===== config.mk =====
export PLATFORM = sky130hd
export DESIGN_NAME = axicb_qos_arbiter
export DESIGN_NICKNAME = d
export VERILOG_FILES = /design/src/rtl/axicb_qos_arbiter.sv
export SDC_FILE = /design/constraint.sdc
export NUM_CORES = 1
export LEC_CHECK = 0
export ABC_AREA = 1
export CAP_MARGIN = 15
export CORE_ASPECT_RATIO = 0.5
export CORE_MARGIN = 1.5
export CORE_UTILIZATION = 56
export CTS_BUF_LIST = sky130_fd_sc_hd__clkbuf_2 sky130_fd_sc_hd__clkbuf_4 sky130_fd_sc_hd__clkbuf_8
export DETAILED_ROUTE_END_ITERATION = 7
export HOLD_SLACK_MARGIN = 0.08
export PLACE_DENSITY_LB_ADDON = 0.05
export SLEW_MARGIN = 15
export SYNTH_ARGS = -nofsm -noshare
export SYNTH_HDL_FRONTEND = slang
export SYNTH_SLANG_ARGS = --single-unit

===== constraint.sdc =====
create_clock -name aclk -period 10.2 [get_ports aclk]
set_input_delay 1.02 -clock aclk [delete_from_list [all_inputs] [get_ports aclk]]
set_output_delay 1.02 -clock aclk [all_outputs]
set_load 0.1 [all_outputs]

===== src/rtl/axicb_qos_arbiter.sv =====
// axicb_qos_arbiter
//   QoS arbiter for the crossbar address-channel path. Picks one of REQ_NB
//   requesters by runtime priority level. Ties inside a level are broken
//   round-robin from a single shared pointer. Requesters that wait AGE_MAX
//   cycles are promoted above every normal level. The grant is registered
//   and held until the owner pulses done.
//
// Ports
//   aclk        rising-edge clock
//   srst        synchronous active-high reset
//   en          arbitration enable (never revokes a held grant)
//   req         request vector, one bit per requester
//   prio        packed runtime priorities, requester i at [i*PRIO_W +: PRIO_W]
//   done        one-cycle pulse: current owner's transaction complete
//   grant       registered one-hot grant
//   grant_valid high while a grant is held
//   grant_idx   binary index of the owner, valid with grant_valid
module axicb_qos_arbiter #(
   parameter int unsigned REQ_NB  = 8,
   parameter int unsigned PRIO_W  = 2,
   parameter int unsigned AGE_W   = 4,
   parameter int unsigned AGE_MAX = 12
) (
   input  logic                       aclk,
   input  logic                       srst,
   input  logic                       en,
   input  logic [REQ_NB-1:0]          req,
   input  logic [REQ_NB*PRIO_W-1:0]   prio,
   input  logic                       done,
   output logic [REQ_NB-1:0]          grant,
   output logic                       grant_valid,
   output logic [$clog2(REQ_NB)-1:0]  grant_idx
);

   localparam int unsigned IDX_W = $clog2(REQ_NB);
   localparam int unsigned LVL_W = PRIO_W + 1;
   localparam logic [AGE_W-1:0] AGE_SAT = AGE_W'(AGE_MAX);

   typedef enum logic {IDLE, BUSY} state_t;

   state_t           state;
   logic [AGE_W-1:0] age [REQ_NB];
   logic [IDX_W-1:0] last_idx;

   logic [LVL_W-1:0] lvl [REQ_NB];
   logic [LVL_W-1:0] top_lvl;
   logic [IDX_W-1:0] win_idx;
   logic             arb_fire;

   // Arbitrate from IDLE, or on the done cycle for a zero-gap handover.
   assign arb_fire = en && (|req) && ((state == IDLE) || done);

   // Effective level: urgency bit above the runtime priority field.
   always_comb begin
      for (int unsigned i = 0; i < REQ_NB; i++) begin
         lvl[i] = {(AGE_MAX != 0) && (age[i] == AGE_SAT), prio[i*PRIO_W +: PRIO_W]};
      end
   end

   always_comb begin
      top_lvl = '0;
      for (int unsigned i = 0; i < REQ_NB; i++) begin
         if (req[i] && (lvl[i] > top_lvl)) begin
            top_lvl = lvl[i];
         end
      end
   end

   // Rotating scan starting just after last_idx; the wrap is explicit so a
   // non-power-of-two REQ_NB never produces an out-of-range index.
   always_comb begin : scan
      int unsigned cand;
      logic        found;
      win_idx = last_idx;
      found   = 1'b0;
      cand    = 0;
      for (int unsigned k = 1; k <= REQ_NB; k++) begin
         cand = 32'(last_idx) + k;
         if (cand >= REQ_NB) begin
            cand = cand - REQ_NB;
         end
         if (!found && req[cand] && (lvl[cand] == top_lvl)) begin
            found   = 1'b1;
            win_idx = IDX_W'(cand);
         end
      end
   end

   always_ff @(posedge aclk) begin
      if (srst) begin
         state       <= IDLE;
         grant       <= '0;
         grant_valid <= 1'b0;
         grant_idx   <= '0;
         last_idx    <= IDX_W'(REQ_NB - 1);
         for (int unsigned i = 0; i < REQ_NB; i++) begin
            age[i] <= '0;
         end
      end else begin
         if (arb_fire) begin
            state       <= BUSY;
            grant       <= REQ_NB'(1) << win_idx;
            grant_valid <= 1'b1;
            grant_idx   <= win_idx;
            last_idx    <= win_idx;
         end else if ((state == BUSY) && done) begin
            state       <= IDLE;
            grant       <= '0;
            grant_valid <= 1'b0;
            grant_idx   <= '0;
         end

         // The owner's counter holds; waiting requesters age up to AGE_SAT.
         for (int unsigned i = 0; i < REQ_NB; i++) begin
            if (!req[i] || (arb_fire && (win_idx == IDX_W'(i)))) begin
               age[i] <= '0;
            end else if (!(grant_valid && (grant_idx == IDX_W'(i))) && (age[i] != AGE_SAT)) begin
               age[i] <= age[i] + 1'b1;
            end
         end
      end
   end

endmodule


==> results of run 1 <==
[timing repair]
action	4_1_cts	5_1_grt
resized for setup	14	51
hold buffers	0	0
hold endpoints to repair	0	0
setup endpoints to repair	73	78
pin swaps	16	31
buffers inserted	3	8
[flip-flops by register name (all words and copies together), names as in the netlist]
signal and count:
state 1, age 32, grant 8, last_idx 3, grant_idx 3
[cell families (layout without fill, tap and decap cells)]
| kind of cell | Yosys count | after routing |
|---|---|---|
| and+or+nand+nor | 393 | 393 |
| buffers and inverters | 134 | 222 |
| AOI/OAI and AO/OA | 131 | 131 |
| DFF | 47 | 47 |
| adders and majority gates | 30 | 30 |
| xor gates and xnor gates | 23 | 23 |
| muxes | 18 | 18 |
[critical path: cells and delay by family]
kind                     cells  cell delay [ns]
AO/OA/AOI/OAI               13             1.77
buffers and inverters       16             1.95
AND/OR/NAND/NOR             30             3.18
adder cells (fa/ha/maj)      7             1.82
[final timing paths]
check                  from  slack, ns        end  cells after the start
hold / removal     grant[2]       0.47   grant[2]                      2
hold reg to reg    grant[2]       0.47   grant[2]                      2
setup reg to reg  age[0][4]       0.50  age[1][9]                     67
setup / recovery    prio[2]       0.41  age[1][9]                     66
[layer usage]
metal | vias to the layer above | wire length (um) | global-route usage
li1 | 2711 | - | -
met1 | 2469 | 6530 | 0.392
met2 | 222 | 6560 | 0.504
met3 | 18 | 1370 | 0.0622
met4 | 0 | 167 | 0.0702
met5 | - | 0 | 0
[cells in the mapped netlist (all sizes together)]
cell    number  area share
a21boi       1      0.0014
a21oi       39       0.042
a31oi        1      0.0012
buf          4      0.0029
clkbuf      16       0.011
clkinv       1     0.00071
dfxtp       15       0.057
edfxtp      32        0.18
ha          30       0.071
inv        113       0.081
mux2         1      0.0021
mux2i       17       0.032
nand2      191        0.15
nand3       89        0.12
nand3b      12       0.017
nand4        8       0.012
nor2        85       0.071
nor3         2      0.0029
o211ai       6      0.0086
o21a         6      0.0086
o21ai       76       0.074
o22ai        2      0.0024
or2          6      0.0071
xnor2       10       0.017
xor2        13       0.022
[through the flow]
| stage | hold WS (ns) | area [um2] | util | setup WS, ns |
|---|---|---|---|---|
| 2_1_floorplan | 0.581 | 5260 | - | 0.401 |
| 3_3_place_gp | 0.455 | 6100 | 0.684 | -0.363 |
| 3_5_place_dp | 0.458 | 6100 | 0.684 | -0.697 |
| 4_1_cts | 0.471 | 6260 | 0.702 | 0.00362 |
| 5_1_grt | 0.493 | 6550 | 0.734 | -0.0413 |
| 6_report | 0.467 | 6550 | 0.734 | 0.408 |
[area by class of cell]
cell class              count  share of cell area
flip-flops and latches     47               0.193
clock inverters             2             0.00172
inverters                 114              0.0654
clock buffers               6              0.0126
multi-input cells         595               0.572
repair buffers            100               0.133
well taps                 117              0.0224
==> metrics.txt, run 1 <==
# TYPE chip_impl_metric gauge
chip_impl_info{name="outcome",value="complete, no violations"} 1
chip_impl_metric{name="clock-sinks",unit=""} 47
chip_impl_metric{name="drcViolationCount",unit=""} 0
chip_impl_metric{name="per_instance_average_area_after_synthesis",unit="um2"} 6.78
chip_impl_metric{name="die_width",unit="um"} 140
chip_impl_metric{name="final-max-slew-violation-count",unit=""} 0
chip_impl_metric{name="synth_seq_area_share",unit=""} 0.240
chip_impl_metric{name="post-dp-hpwl",unit="um"} 11500
chip_impl_metric{name="maxClockFrequency",unit="MHz"} 102
chip_impl_metric{name="grt.overflow.total",unit=""} 0
chip_impl_metric{name="finalHoldViolations",unit=""} 0
chip_impl_metric{name="floorplan.die.height",unit="um"} 71.5
chip_impl_metric{name="worst_path_largest_cell_delay",unit="ns"} 0.47
chip_impl_metric{name="total_grt_usage",unit=""} 0.296
chip_impl_info{name="final_cell_mix",value="sky130_fd_sc_hd__nand2_1 (153), sky130_fd_sc_hd__inv_1 (96), sky130_fd_sc_hd__nor2_1 (72), sky130_fd_sc_hd__o21ai_0 (66), sky130_fd_sc_hd__buf_4 (58)"} 1
chip_impl_metric{name="setup_viol",unit=""} 0
chip_impl_metric{name="max_cap_viol_count",unit=""} 0
chip_impl_metric{name="grt_antenna_before_repair",unit=""} 0
chip_impl_metric{name="post-route-min-period",unit="ns"} 9.79
chip_impl_metric{name="detailedRoute.firstIterationViolations",unit=""} 453
chip_impl_metric{name="simple_gate_share_of_the_synthesized_area",unit=""} 0.383
chip_impl_metric{name="syn_inst",unit=""} 776
chip_impl_metric{name="detailedRoute.firstPassIterationCount",unit=""} 5
chip_impl_metric{name="final.setup.tns",unit="ns"} 0
chip_impl_metric{name="ctsHtreeMaxLevel",unit=""} 2
chip_impl_metric{name="clk_transition_reported_paths",unit="ns"} 0.08
chip_impl_info{name="dominant_combinational_cell_family_by_area_after_synthesis",value="simple AND/OR/NAND/NOR gates"} 1
chip_impl_metric{name="synth_seq_cells",unit=""} 47
chip_impl_metric{name="placed_cells_incl_taps",unit=""} 962
chip_impl_metric{name="synthesis.yosys.warnings",unit=""} 0
chip_impl_metric{name="synth-adder-area-share",unit=""} 0.0713
chip_impl_metric{name="synth_compound_gate_area_share",unit=""} 0.138
chip_impl_metric{name="floorplan.initialDensity",unit=""} 0.590
chip_impl_metric{name="synthesis.nets",unit=""} 834
chip_impl_metric{name="muxShareOfSynthArea",unit=""} 0.0345
chip_impl_info{name="worst_setup_path_start_kind",value="input port"} 1
chip_impl_metric{name="post_synth_num_cell_types",unit=""} 41
chip_impl_info{name="min_path_type",value="reg2reg"} 1
chip_impl_info{name="cts.root.buffer_cell",value="sky130_fd_sc_hd__clkbuf_8"} 1
chip_impl_metric{name="n_fill_cell",unit=""} 747
chip_impl_metric{name="nets",unit=""} 921
chip_impl_info{name="crit_type",value="in2reg"} 1
chip_impl_metric{name="ff_latch_area",unit="um2"} 1260
chip_impl_metric{name="timing.critical_path.required",unit="ns"} 10.20
chip_impl_metric{name="route.vias.total",unit=""} 5420
chip_impl_metric{name="layout-drive-gt1-share",unit=""} 0.233
chip_impl_info{name="cpMostUsedCell",value="sky130_fd_sc_hd__nand2_2"} 1
chip_impl_metric{name="std_cell_rows",unit=""} 24
chip_impl_metric{name="ant_nets",unit=""} 0
chip_impl_info{name="final_common_cell",value="sky130_fd_sc_hd__nand2_1"} 1
chip_impl_info{name="cts_tree",value="done"} 1
chip_impl_metric{name="place_congestion",unit=""} 0.911
chip_impl_metric{name="antenna_cells_inserted",unit=""} 0
chip_impl_metric{name="final.period_utilization",unit=""} 0.960
chip_impl_metric{name="post_synth_xor_area_fraction",unit=""} 0.0383
chip_impl_metric{name="first_global_vias",unit=""} 4936
chip_impl_metric{name="worstPathMaxFanout",unit=""} 7
chip_impl_metric{name="grt_start_max_net_pins",unit=""} 61
chip_impl_metric{name="clock_insertion_delay_worst_skew",unit="ns"} 0.30
chip_impl_metric{name="multi_input_gate_area_in_the_final_layout",unit="um2"} 3750
chip_impl_metric{name="post_synth_instance_area",unit="um2"} 5260
chip_impl_metric{name="vias_per_cell",unit=""} 5.52
chip_impl_metric{name="wl_per_cell",unit="um"} 14.9
chip_impl_metric{name="wirelength",unit="um"} 14600
chip_impl_metric{name="layoutNonFillerInstCount",unit=""} 981
chip_impl_metric{name="top_level_ports",unit=""} 40
chip_impl_metric{name="critPathArrivalTime",unit="ns"} 9.79
chip_impl_info{name="endpoint_kind",value="flip-flop"} 1
chip_impl_metric{name="wire_length_of_the_first_global_routing_pass",unit="um"} 23400
chip_impl_metric{name="timing.clock.skew",unit="ns"} 0.00748
chip_impl_metric{name="cts_made_buffers",unit=""} 5
chip_impl_info{name="worst_path_max_delay_cell",value="sky130_fd_sc_hd__clkdlybuf4s50_1"} 1
chip_impl_metric{name="place.port_buffers",unit=""} 39
chip_impl_metric{name="layout-area-overhead-vs-synth",unit="%"} 24.4
chip_impl_metric{name="tightestPinTransition",unit="ns"} 0.989
chip_impl_metric{name="dieArea",unit="um2"} 10000
chip_impl_metric{name="max-slew-margin-rel",unit=""} 0.338
chip_impl_metric{name="clockBufferDepth",unit=""} 2
chip_impl_metric{name="core-area",unit="um2"} 8920
Power of run 1 is not shown: default switching activity piles up to over one toggle a cycle in this logic, so the estimate is an artifact.
==> inputs of run 2 (changes only) <==
Settings changed: ABC_CLOCK_PERIOD_IN_PS from default to 10200, GPL_ROUTABILITY_DRIVEN from default to 0, GPL_TIMING_DRIVEN from default to 1.
==> metrics.txt, run 2 (synthesis results as in run 1) <==
# TYPE chip_impl_metric gauge
chip_impl_info{name="outcome",value="complete, no violations"} 1
chip_impl_metric{name="std_cell_rows",unit=""} 24
chip_impl_metric{name="max_cap_viol_count",unit=""} 0
chip_impl_metric{name="worst-r2r-setup-slack",unit="ns"} 0.53
chip_impl_info{name="endpoint_kind",value="flip-flop"} 1
chip_impl_metric{name="die_width",unit="um"} 140
chip_impl_metric{name="ctsHtreeMaxLevel",unit=""} 2
chip_impl_info{name="worst_path_max_delay_cell",value="sky130_fd_sc_hd__ha_1"} 1
chip_impl_metric{name="worst_path_largest_cell_delay",unit="ns"} 0.30
chip_impl_metric{name="placed_cells_incl_taps",unit=""} 963
chip_impl_metric{name="wirelength",unit="um"} 15200
chip_impl_metric{name="largest_register_ffs",unit=""} 32
chip_impl_info{name="min_path_type",value="reg2reg"} 1
chip_impl_metric{name="timing.critical_path.required",unit="ns"} 10.19
chip_impl_metric{name="final-max-slew-violation-count",unit=""} 0
chip_impl_metric{name="grt_antenna_before_repair",unit=""} 0
chip_impl_info{name="crit-reg2reg-capture",value="age[0][2]"} 1
chip_impl_metric{name="wire_length_of_the_first_global_routing_pass",unit="um"} 24000
chip_impl_metric{name="nets",unit=""} 933
chip_impl_metric{name="maxClockFrequency",unit="MHz"} 103
chip_impl_info{name="cts_tree",value="done"} 1
chip_impl_metric{name="antenna_cells_inserted",unit=""} 0
chip_impl_metric{name="cts_made_buffers",unit=""} 5
chip_impl_metric{name="clockBufferDepth",unit=""} 2
chip_impl_metric{name="floorplan.initialDensity",unit=""} 0.590
chip_impl_metric{name="clock_insertion_delay_worst_skew",unit="ns"} 0.30
chip_impl_metric{name="tightestPinTransition",unit="ns"} 0.990
chip_impl_metric{name="worstPathMaxFanout",unit=""} 7
chip_impl_metric{name="post-dp-hpwl",unit="um"} 11400
chip_impl_info{name="cpMostUsedCell",value="sky130_fd_sc_hd__nand2_2"} 1
chip_impl_metric{name="grt_start_max_net_pins",unit=""} 61
chip_impl_info{name="reg.largest.list",value="age (32), grant (8)"} 1
chip_impl_metric{name="multi_input_gate_area_in_the_final_layout",unit="um2"} 3810
chip_impl_metric{name="wl_per_cell",unit="um"} 15.3
chip_impl_metric{name="detailedRoute.firstIterationViolations",unit=""} 537
chip_impl_metric{name="clock-sinks",unit=""} 47
chip_impl_info{name="max_flop_register",value="age"} 1
chip_impl_metric{name="total_grt_usage",unit=""} 0.301
chip_impl_metric{name="timing.clock.skew",unit="ns"} 0.00563
chip_impl_metric{name="final.period_utilization",unit=""} 0.951
chip_impl_info{name="hp-start",value="grant[4]"} 1
chip_impl_metric{name="route.vias.total",unit=""} 5543
chip_impl_metric{name="floorplan.die.height",unit="um"} 71.5
chip_impl_metric{name="detailedRoute.firstPassIterationCount",unit=""} 6
chip_impl_metric{name="vias_per_cell",unit=""} 5.58
chip_impl_metric{name="layoutNonFillerInstCount",unit=""} 993
chip_impl_metric{name="core-area",unit="um2"} 8920
chip_impl_info{name="hold-path-endpoint",value="grant[4]"} 1
chip_impl_metric{name="setup_viol",unit=""} 0
chip_impl_metric{name="worstRegToRegCells",unit=""} 71
chip_impl_metric{name="n_fill_cell",unit=""} 702
chip_impl_info{name="worst_setup_path_start_kind",value="input port"} 1
chip_impl_metric{name="top_level_ports",unit=""} 40
chip_impl_info{name="final_cell_mix",value="sky130_fd_sc_hd__nand2_1 (149), sky130_fd_sc_hd__inv_1 (98), sky130_fd_sc_hd__buf_4 (68), sky130_fd_sc_hd__nor2_1 (67), sky130_fd_sc_hd__o21ai_0 (65)"} 1
chip_impl_info{name="cts.root.buffer_cell",value="sky130_fd_sc_hd__clkbuf_8"} 1
chip_impl_metric{name="drcViolationCount",unit=""} 0
chip_impl_metric{name="final.setup.tns",unit="ns"} 0
chip_impl_metric{name="final_cell_area",unit="um2"} 6730
chip_impl_metric{name="layout-area-overhead-vs-synth",unit="%"} 27.9
chip_impl_metric{name="hold_path_depth",unit=""} 2
chip_impl_metric{name="post-route-min-period",unit="ns"} 9.70
chip_impl_metric{name="grt.overflow.total",unit=""} 0
chip_impl_metric{name="finalHoldViolations",unit=""} 0
chip_impl_metric{name="clk_transition_reported_paths",unit="ns"} 0.08
chip_impl_metric{name="ant_nets",unit=""} 0
chip_impl_metric{name="max-slew-margin-rel",unit=""} 0.338
chip_impl_metric{name="critPathArrivalTime",unit="ns"} 9.70
chip_impl_info{name="crit_type",value="in2reg"} 1
chip_impl_metric{name="ff_latch_area",unit="um2"} 1260
chip_impl_info{name="timing.critical_path.from",value="req[0]"} 1
chip_impl_info{name="final_common_cell",value="sky130_fd_sc_hd__nand2_1"} 1
chip_impl_metric{name="place.port_buffers",unit=""} 39
chip_impl_metric{name="post_dp_cell_area",unit="um2"} 6110
chip_impl_info{name="r2r-start",value="age[0][4]"} 1
chip_impl_metric{name="layout-drive-gt1-share",unit=""} 0.252
chip_impl_metric{name="first_global_vias",unit=""} 5002
chip_impl_metric{name="dieArea",unit="um2"} 10000
==> run 2: cell types whose count changed in the layout (fill, tap and decap cells not counted), moves of 3 or more <==
cell / delta
sky130_fd_sc_hd__nand2_2: +3
sky130_fd_sc_hd__buf_4: +10
sky130_fd_sc_hd__inv_2: -3
sky130_fd_sc_hd__nor2_1: -5
sky130_fd_sc_hd__nand2_1: -4
sky130_fd_sc_hd__nor2_4: +3
==> run 2: cell type report <==
type	instances	share of cell area
tap	117	0.0217
multi-input combinational	595	0.566
sequential	47	0.187
clock buffer	8	0.0154
inverter	114	0.0639
timing repair buffer	112	0.145
==> run 2: worst max-delay path, delay by kind of cell <==
family | cells | cell delay (ns)
simple gates | 38 | 3.82
fa+ha+maj | 7 | 1.80
compound gates | 12 | 1.62
buf+inv | 14 | 1.39
==> run 2: how the worst max path moves through the flow <==
stage	endpoint	slack, ns	depth (start not counted)
4_1_cts	age[1][10]	0.01	67
3_3_place_gp	age[1][2]	-0.40	68
2_1_floorplan	age[1][0]	0.40	68
3_5_place_dp	age[1][8]	-0.76	67
5_1_grt	age[1][11]	-0.10	69
6_report	age[0][2]	0.50	71
==> run 2: repair_timing <==
action	CTS	global route
hold endpoints to repair	0	0
buffers inserted	7	15
gates resized for setup	21	63
hold buffers	0	0
pin swaps	16	46
setup endpoints to repair	75	78
==> run 2: metal layers <==
layer / up-vias / GRT usage / part of all wire
li1: 2736 / - / -
met1: 2563 / 0.417 / 0.45
met2: 225 / 0.509 / 0.45
met3: 19 / 0.0468 / 0.082
met4: 0 / 0.0526 / 0.015
met5: - / 0 / 0
==> run 2: metrics by stage <==
| stage | setup slack (ns) | hold WS (ns) | util |
|---|---|---|---|
| after detailed placement | -0.760 | 0.460 | 0.685 |
| final | 0.496 | 0.468 | 0.755 |
| after global placement | -0.396 | 0.454 | 0.685 |
| after floorplan | 0.401 | 0.581 | - |
| after global routing | -0.104 | 0.505 | 0.755 |
| after CTS | 0.0138 | 0.472 | 0.709 |
Power of run 2 is left out for the same reason.
==> inputs of run 3 (changes only) <==
Settings changed: ABC_CLOCK_PERIOD_IN_PS 10200 to default, CAP_MARGIN 15 to default, GPL_TIMING_DRIVEN 1 to default.
==> results of run 3 <==
No change in the layout: final DEF, timing and power equal those of run 2.
Power of run 3 is left out for the same reason.
